### src/rtl/msb_priority_encoder_4to2.sv
// rtl/msb_priority_encoder_4to2.sv - MSB-first priority encoder with combinational and registered index outputs
module msb_priority_encoder_4to2 #(
   parameter int N = 4,
   parameter int W = (N > 1) ? $clog2(N) : 1
) (
   input  logic         clk,
   input  logic         rst_n,
   input  logic         en,
   input  logic [N-1:0] i,
   output logic [W-1:0] y_comb,
   output logic         any_comb,
   output logic [W-1:0] y,
   output logic         valid
);

   logic [W-1:0] y_q;
   logic [W-1:0] y_d;
   logic         valid_q;
   logic         valid_d;

   // Scan upward so the highest set bit writes last and wins; i=0 leaves index 0.
   always_comb begin
      y_comb = '0;
      for (int k = 0; k < N; k++) begin
         if (i[k]) begin
            y_comb = W'(k);
         end
      end
   end

   assign any_comb = |i;

   // Next state: capture the combinational result when enabled, otherwise hold.
   always_comb begin
      y_d     = y_q;
      valid_d = valid_q;
      if (en) begin
         y_d     = y_comb;
         valid_d = any_comb;
      end
   end

   // Registered copy; reset clears it immediately regardless of clk.
   always_ff @(posedge clk or negedge rst_n) begin
      if (!rst_n) begin
         y_q     <= '0;
         valid_q <= 1'b0;
      end else begin
         y_q     <= y_d;
         valid_q <= valid_d;
      end
   end

   assign y     = y_q;
   assign valid = valid_q;

endmodule

### config.mk
export PLATFORM = sky130hd
export DESIGN_NAME = msb_priority_encoder_4to2
export DESIGN_NICKNAME = d
export VERILOG_FILES = /design/src/rtl/msb_priority_encoder_4to2.sv
export SDC_FILE = /design/constraint.sdc
export NUM_CORES = 1
export LEC_CHECK = 0
export CORE_AREA = 8 8 45 47
export DETAILED_ROUTE_END_ITERATION = 8
export DIE_AREA = 0 0 53 55
export GPL_TIMING_DRIVEN = 0
export PLACE_DENSITY = 0.37
export SETUP_SLACK_MARGIN = 0.2
export SYNTH_ARGS = -nofsm -noshare
export SYNTH_HDL_FRONTEND = slang
export SYNTH_SLANG_ARGS = --single-unit
export TNS_END_PERCENT = 5
### constraint.sdc
create_clock -name clk -period 0.8 [get_ports clk]
set_input_delay 0.08 -clock clk [delete_from_list [all_inputs] [get_ports clk]]
set_output_delay 0.08 -clock clk [all_outputs]
set_load 0.005 [all_outputs]
After elaboration in Yosys (flattened, before gate mapping):

Cells that the tools add are included.
W data, S select, Z words.

* bits in registers: 3
* input bits: 7
* output and inout port bits: 6
* logic and storage cells: 6

* muxes and demuxes: 3
* reductions and logical operators: 1

Operator list (count)
* $mux W2: 2
* $reduce_or A4 Y1: 1
* $mux W1: 1

Logic depth before layout (Yosys ltp):

Gate-level depths: netlist of the first run.

* depth in word-level cells: 3
* mapped depth: 2

Worst setup path after synthesis of the first run:

OpenSTA, ideal clock, no wires.

* path type: in2reg
* from: input i[1]
* to: register valid_q, in the netlist valid
* data arrival time: 0.863 ns
* required time: 0.675 ns
* slack: -0.189 ns
* cell stages on the path: 2
* buffers on the path: 0
* path through: or4_4 > mux2_4

* longest elaborated chain between the ends: 1

RTL lines
* start: declaration: line 9 `input logic [N-1:0] i,`
* $reduce_or A4 Y1: line 31 `assign any_comb = |i;`
* end signal: assignment: line 50 `valid_q <= valid_d;`
* end: declaration: line 18 `logic valid_q;`

No other way between the ends.
A chain may end at the register's enable or synchronous reset.

Worst setup path in the final report of the first run:

* from: input i[0]
* to: output any_comb

* longest elaborated chain between the ends: 1

RTL lines
* $reduce_or A4 Y1: line 31
* end: declaration: line 11 `output logic any_comb,`

No other way between the ends.

==> results of run 1 <==
[worst paths after layout]
| path | end | startpoint |
|---|---|---|
| setup / recovery | any_comb | i[0] |
| hold / removal | valid | rst_n |
| setup reg to reg | valid | valid |
| hold reg to reg | valid | valid |
| max in group asynchronous | y[1] | rst_n |
| min in group clk | y[1] | i[2] |
[timing repair]
action                                 CTS  global route
hold buffers                             0             0
setup endpoints to repair                9             9
gates resized for setup                 39             4
buffers inserted                         0             0
pin swaps                                2             4
endpoints found under the hold margin    0             0
[cell type report]
type	count	area share (%)
clock buffer	4	9.13
sequential	3	26.1
timing repair buffer	12	33.9
tap	16	6.96
inverter	2	2.61
multi-input combinational	9	21.3
[per-stage QoR]
stage / power [W] / hold slack [ns]
2_1_floorplan: 0.000195 / -0.216
3_3_place_gp: 0.000271 / 0.273
3_5_place_dp: 0.000271 / 0.274
4_1_cts: 0.000538 / 0.0273
5_1_grt: 0.000571 / 0.0188
6_report: 0.000517 / 0.0339
[state kept, by name, summed over array words and instances (netlist names)]
signal / flops
y: 2
valid: 1
[layer usage]
metal  share of wire (%)  up-vias  GRT usage, %
li1                    -       79             -
met1                  51       61          4.26
met2                  22       15          2.73
met3                  22        4          4.28
met4                 4.5        0          6.47
met5                   0        -             0
[kinds of logic after synthesis]
logic type | after synthesis | synth area share [%]
multiplexers | 1 | 10.4
AO/OA/AOI/OAI | 2 | 8.69
AND/OR/NAND/NOR | 6 | 23.5
buffers and inverters | 2 | 5.22
flip-flops | 3 | 52.2
[where the power goes]
part | switching [W] | total (W) | internal [W]
clock network | 0.0000781 | 0.000265 | 0.000187
logic | 0.0000329 | 0.0000828 | 0.0000499
registers | 0.00000547 | 0.000169 | 0.000163
[layout by cell type, fill, tap and decap left out, drive strengths merged]
master / synthesis / final
nor2: 2 / 2
buf: 0 / 8
clkdlybuf4s50: 0 / 1
dfrtp: 3 / 3
mux2: 1 / 1
or4: 1 / 1
a31oi: 2 / 2
or2b: 1 / 1
clkbuf: 0 / 6
dlymetal6s2s: 0 / 1
inv: 2 / 2
nand2: 2 / 2
==> summary.txt, run 1 <==
Final layout
  • Ant diodes: 0
  • Fill cell count: 157
  • Nets: 38
  • Post-route non-filler standard cell count: 46
  • Multi-input logic area: 61.3 um^2
  • Final Cell Area: 288 um^2
  • Storage element area: 75.1 um^2
  • Share of cells above drive strength 1: a little over half
  • Final core occ: between 20% and 30%
  • Synth-to-Final Area Change: 100%

Logic synthesis
  • Top-count cell post-synth: dfrtp_1
  • Yosys top cell area share: a little over half
  • Synth Net Count: 21
  • Syn Area/Cell: 10.3 um^2
  • Synth async-reset ratio: 100%
  • Ys flop type: dfrtp_1
  • Synth top area cells: dfrtp_1 (52%), mux2_4 (10%), a31oi_1 (8.7%)
  • Seq/Total Area, Yosys: a little over half
  • Top post-synthesis cells by count: dfrtp_1 (3), a31oi_1 (2), inv_1 (2), nand2_1 (2), nor2_1 (2)
  • Mapped Area: between 100 and 150 um^2
  • Area leader, netlist: dfrtp_1
  • Synth Instances: 14
  • Post-synthesis register bit count: 3
  • Post-synth cell types: 8
  • Syn. warnings: 0
  • EDFF count, synth: 0

Run status
  • Violated checks: negative setup slack
  • Status: finished with violations

CTS
  • CTS Sinks: 3
  • Clock slew at reported path FFs: 0.04 ns
  • CTS max path bufs: 2
  • Worst-skew pair later-pin latency: approximately 0.23 ns
  • CTS root buf: clkbuf_4
  • H-tree depth: 1
  • TritonCTS buffer count: 3
  • CTS tree: done

Timing
  • Tmin final: 0.917 ns
  • Slew Limit Headroom: between 80% and 90%
  • Max Slew Vio Count: 0
  • Fmax: ~1100 MHz
  • Clk_skew: 0 ns
  • Setup TNS: -0.183 ns
  • Hold Fails Final Rpt: 0
  • # setup viols final: 3
  • Fin crit share: 115%
  • RSZ-0062 raised after global routing: yes
  • Worst-Margin Slew: 0.206 ns
  • Slack of the critical path: -0.117 ns

Routing
  • Via count: 159
  • Antenna-violating nets left: 0
  • Wirelength per Cell: between 10 and 15 um
  • Total Wirelength: ~470 um
  • Router iterations before antenna repair: 4
  • DR vias/cell: 3.46
  • DRC Markers: 0
  • Drt initial violations: 1

Power and ir drop
  • PwrDens: 1800 nW/um^2
  • Pleak: 0.141 nW
  • Maximum VDD drop: 0.244 mV

Critical path
  • CP Max Fanout: 2
  • Slowest stage delay, CP: 0.54 ns
  • Worst path depth: 3
  • Worst r2r path cells: 1
  • Slowest library cell on the worst path: or4_4
  • Delay-heaviest family, CP: simple AND/OR/NAND/NOR gates
  • CP dominant cell by count: buf_6
  • Worst EP required: 0.72 ns
  • Critical Path, Cell by Cell: buf_6 -> or4_4 -> buf_6
  • CP Class: in -> out
  • Worst path arrival time: 0.84 ns
  • CP Capture Type: output pin
  • R2R setup slack: 0.05 ns
  • Startpoint types: input port
  • Number of buffers and inverters on the critical path: 2

Die
  • Core area: 1380 um^2
  • Initial Util: between 10% and 20%
  • Chip height: 55 um
  • FP Rows: 14
  • I/O pin total: 13
  • Chip Width: 53 um
  • Die ar.: 2920 um^2

Global route
  • GRT Total Usage: 3.99%
  • Pin count of the biggest net entering global routing: 6
  • Vias in the first global route: 181
  • Global-route wire length before repair: 710 um
  • Initial antenna violation count: 0
  • GRT overflow: 0

Place
  • Port Buffers: 12
  • Cells after DPL: 42
  • Routability cong.: 0.589
  • Placed instance area: between 200 and 300 um^2
  • HPWL Detailed: 375 um
  • Post-placement worst setup slack: -0.792 ns

Run
  • Maxcap violations: 0

Worst hold path
  • Class of the worst hold path: in -> async
No activity file was read; power rests on OpenSTA's default activity.
==> run 2, diff against run 1 <==
- SLEW_MARGIN: unset -> 20
==> results of run 2 <==
Same layout as run 1: the final DEF is identical, and so are final timing and power.
==> run 3, diff against run 2 <==
- CTS_BUF_LIST: unset -> sky130_fd_sc_hd__clkbuf_8
==> run 3 against run 2 <==
The flow still finishes with violations (negative setup slack). Sequential share of layout area down 1.6 points. Setup slack about the same. Final cell count unchanged. Non-clock buffer count unchanged. First-iteration DRC count unchanged. Design area up 6.5%. Largest power group unchanged. Highest routed layer unchanged.
==> summary.txt, run 3 (synthesized netlist as in run 1, its figures left out) <==
Routing
  • Wirelength per Cell: 10.3 um (was 10.2 um)
  • Antenna-violating nets left: 0 (unchanged)
  • Via count: 157 (was 159)
  • DRC Markers: 0 (unchanged)
  • Total Wirelength: 473 um (was 468 um)
  • DR vias/cell: 3.41 (was 3.46)
  • Router iterations before antenna repair: 4 (unchanged)
  • Drt initial violations: 1 (unchanged)

Critical path
  • CP Capture Type: output pin (unchanged)
  • Delay-heaviest family, CP: simple AND/OR/NAND/NOR gates (unchanged)
  • Slowest library cell on the worst path: or4_4 (unchanged)
  • CP dominant cell by count: buf_6 (unchanged)
  • Startpoint types: input port (unchanged)
  • Slowest stage delay, CP: 0.54 ns (about the same)
  • Number of buffers and inverters on the critical path: 2 (unchanged)
  • Critical Path, Cell by Cell: buf_6 -> or4_4 -> buf_6 (unchanged)
  • CP Class: in -> out (unchanged)
  • CP Max Fanout: 2 (unchanged)
  • Worst path arrival time: 0.84 ns (about the same)
  • Worst EP required: 0.72 ns (about the same)

Power and ir drop
  • PwrDens: 2200 nW/um^2 (was 1800 nW/um^2)
  • Maximum VDD drop: 0.337 mV (was 0.244 mV)
  • PnR Total Power: 0.000675 W (was 0.000517 W)
  • Pleak: 0.153 nW (was 0.141 nW)

Global route
  • GRT met1 Usage: 4.41% (was 4.26%)
  • GR Layer Usage met2: 2.73% (unchanged)
  • Vias in the first global route: 176 (was 181)
  • Initial antenna violation count: 0 (unchanged)
  • Pin count of the biggest net entering global routing: 6 (unchanged)
  • GRT Total Usage: 4.05% (was 3.99%)
  • Global-route wire length before repair: 710 um (unchanged)
  • GRT overflow: 0 (unchanged)
  • Met3 Use GR: 4.28% (unchanged)
  • Gr busiest metal: met4 (unchanged)

CTS
  • CTS tree: done (unchanged)
  • CTS max path bufs: 2 (unchanged)
  • CTS Sinks: 3 (unchanged)
  • TritonCTS buffer count: 3 (unchanged)
  • Setup bufs post-CTS: 0 (unchanged)
  • H-tree depth: 1 (unchanged)
  • CTS root buf: clkbuf_8 (was clkbuf_4)
  • Clock slew at reported path FFs: 0.03 ns (was 0.04 ns)
  • # hold bufs at CTS: 0 (unchanged)
  • Worst-skew pair later-pin latency: 0.21 ns (was 0.23 ns)

Final layout
  • Ant diodes: 0 (unchanged)
  • Multi-input logic area: 61.3 um^2 (unchanged)
  • Post-route non-filler standard cell count: 46 (unchanged)
  • Fill cell count: 153 (was 157)
  • Storage element area: 75.1 um^2 (unchanged)
  • Max reg flops: 2 (unchanged)
  • Synth-to-Final Area Change: 113% (was 100%)
  • Most frequent cells in the layout: buf_6 (4), buf_2 (4), clkbuf_8 (3), dfrtp_1 (3) (was buf_6 (4), buf_2 (4), clkbuf_4 (3), dfrtp_1 (3))
  • Nets: 38 (unchanged)
  • Share of cells above drive strength 1: 53.3% (unchanged)

Die
  • Die ar.: 2920 um^2 (unchanged)
  • Chip height: 55 um (unchanged)
  • FP Rows: 14 (unchanged)
  • I/O pin total: 13 (unchanged)
  • Core area: 1380 um^2 (unchanged)
  • Initial Util: 10.4% (unchanged)
  • Chip Width: 53 um (unchanged)

Timing
  • Slack of the critical path: -0.117 ns (about the same)
  • Tmin final: 0.917 ns (about the same)
  • Max Slew Vio Count: 0 (unchanged)
  • Setup TNS: -0.191 ns (was -0.183 ns)
  • # setup viols final: 2 (was 3)
  • Fmax: 1090 MHz (unchanged)
  • Slew Limit Headroom: 86.2% (was 86.3%)
  • Hold Fails Final Rpt: 0 (unchanged)
  • Clk_skew: 0 ns (unchanged)
  • RSZ-0062 raised after global routing: yes (unchanged)
  • Fin crit share: 115% (about the same)
  • Worst-Margin Slew: 0.206 ns (about the same)
  • Min Hold Slack: 0.0528 ns (was 0.0339 ns)

Place
  • Port Buffers: 12 (unchanged)
  • Cells after DPL: 42 (unchanged)
  • HPWL Detailed: 375 um (unchanged)
  • Post-placement worst setup slack: -0.792 ns (unchanged)
  • Routability cong.: 0.589 (unchanged)

Run status
  • Violated checks: negative setup slack (unchanged)
  • Status: finished with violations (unchanged)

Run
  • Maxcap violations: 0 (unchanged)

Worst hold path
  • Class of the worst hold path: in -> async (unchanged)
## run 3: changes by cell type in the layout (fill, tap and decap cells not counted), sizes merged
cell,previous run,this run
clkbuf,6,5
inv,2,3
## run 3: area by class of cell
cell class | count | area share (%)
well taps | 16 | 6.53
clock inverters | 1 | 1.22
clock buffers | 3 | 13.5
multi-input cells | 9 | 20.0
inverters | 2 | 2.45
flip-flops and latches | 3 | 24.5
repair buffers | 12 | 31.8
## run 3: worst paths after layout
path,slack [ns],to,cells after the start,startpoint
max reg2reg,0.05,valid,1,valid
max in group asynchronous,0.60,y[1],1,rst_n
max,-0.12,any_comb,3,i[0]
min,0.05,valid,1,rst_n
min in group clk,0.14,y[1],3,i[2]
min reg2reg,0.50,valid,1,valid
## run 3: where the power goes
| group | switching (W) | leakage (nW) | internal, W |
|---|---|---|---|
| Combinational | 0.0000329 | 0.0964 | 0.0000499 |
| Clock | 0.0000968 | 0.0269 | 0.000326 |
| Sequential | 0.00000547 | 0.0300 | 0.000164 |
| Total | 0.000135 | 0.153 | 0.000540 |
## run 3: timing repair
item                       CTS  global route
pin swaps                    2             4
resized for setup           39             4
setup endpoints to repair    9             9
hold endpoints to repair     0             0
## run 3: per-layer routing
metal	wire length, um	vias up
met5	0	-
met4	16	0
met3	112	2
met2	106	15
met1	238	61
li1	-	79
## run 3: per-stage QoR
stage	cell area [um^2]	utilization (%)
2_1_floorplan	144	-
3_3_place_gp	284	20.5
3_5_place_dp	284	20.5
4_1_cts	320	23.1
5_1_grt	307	22.2
6_report	307	22.2
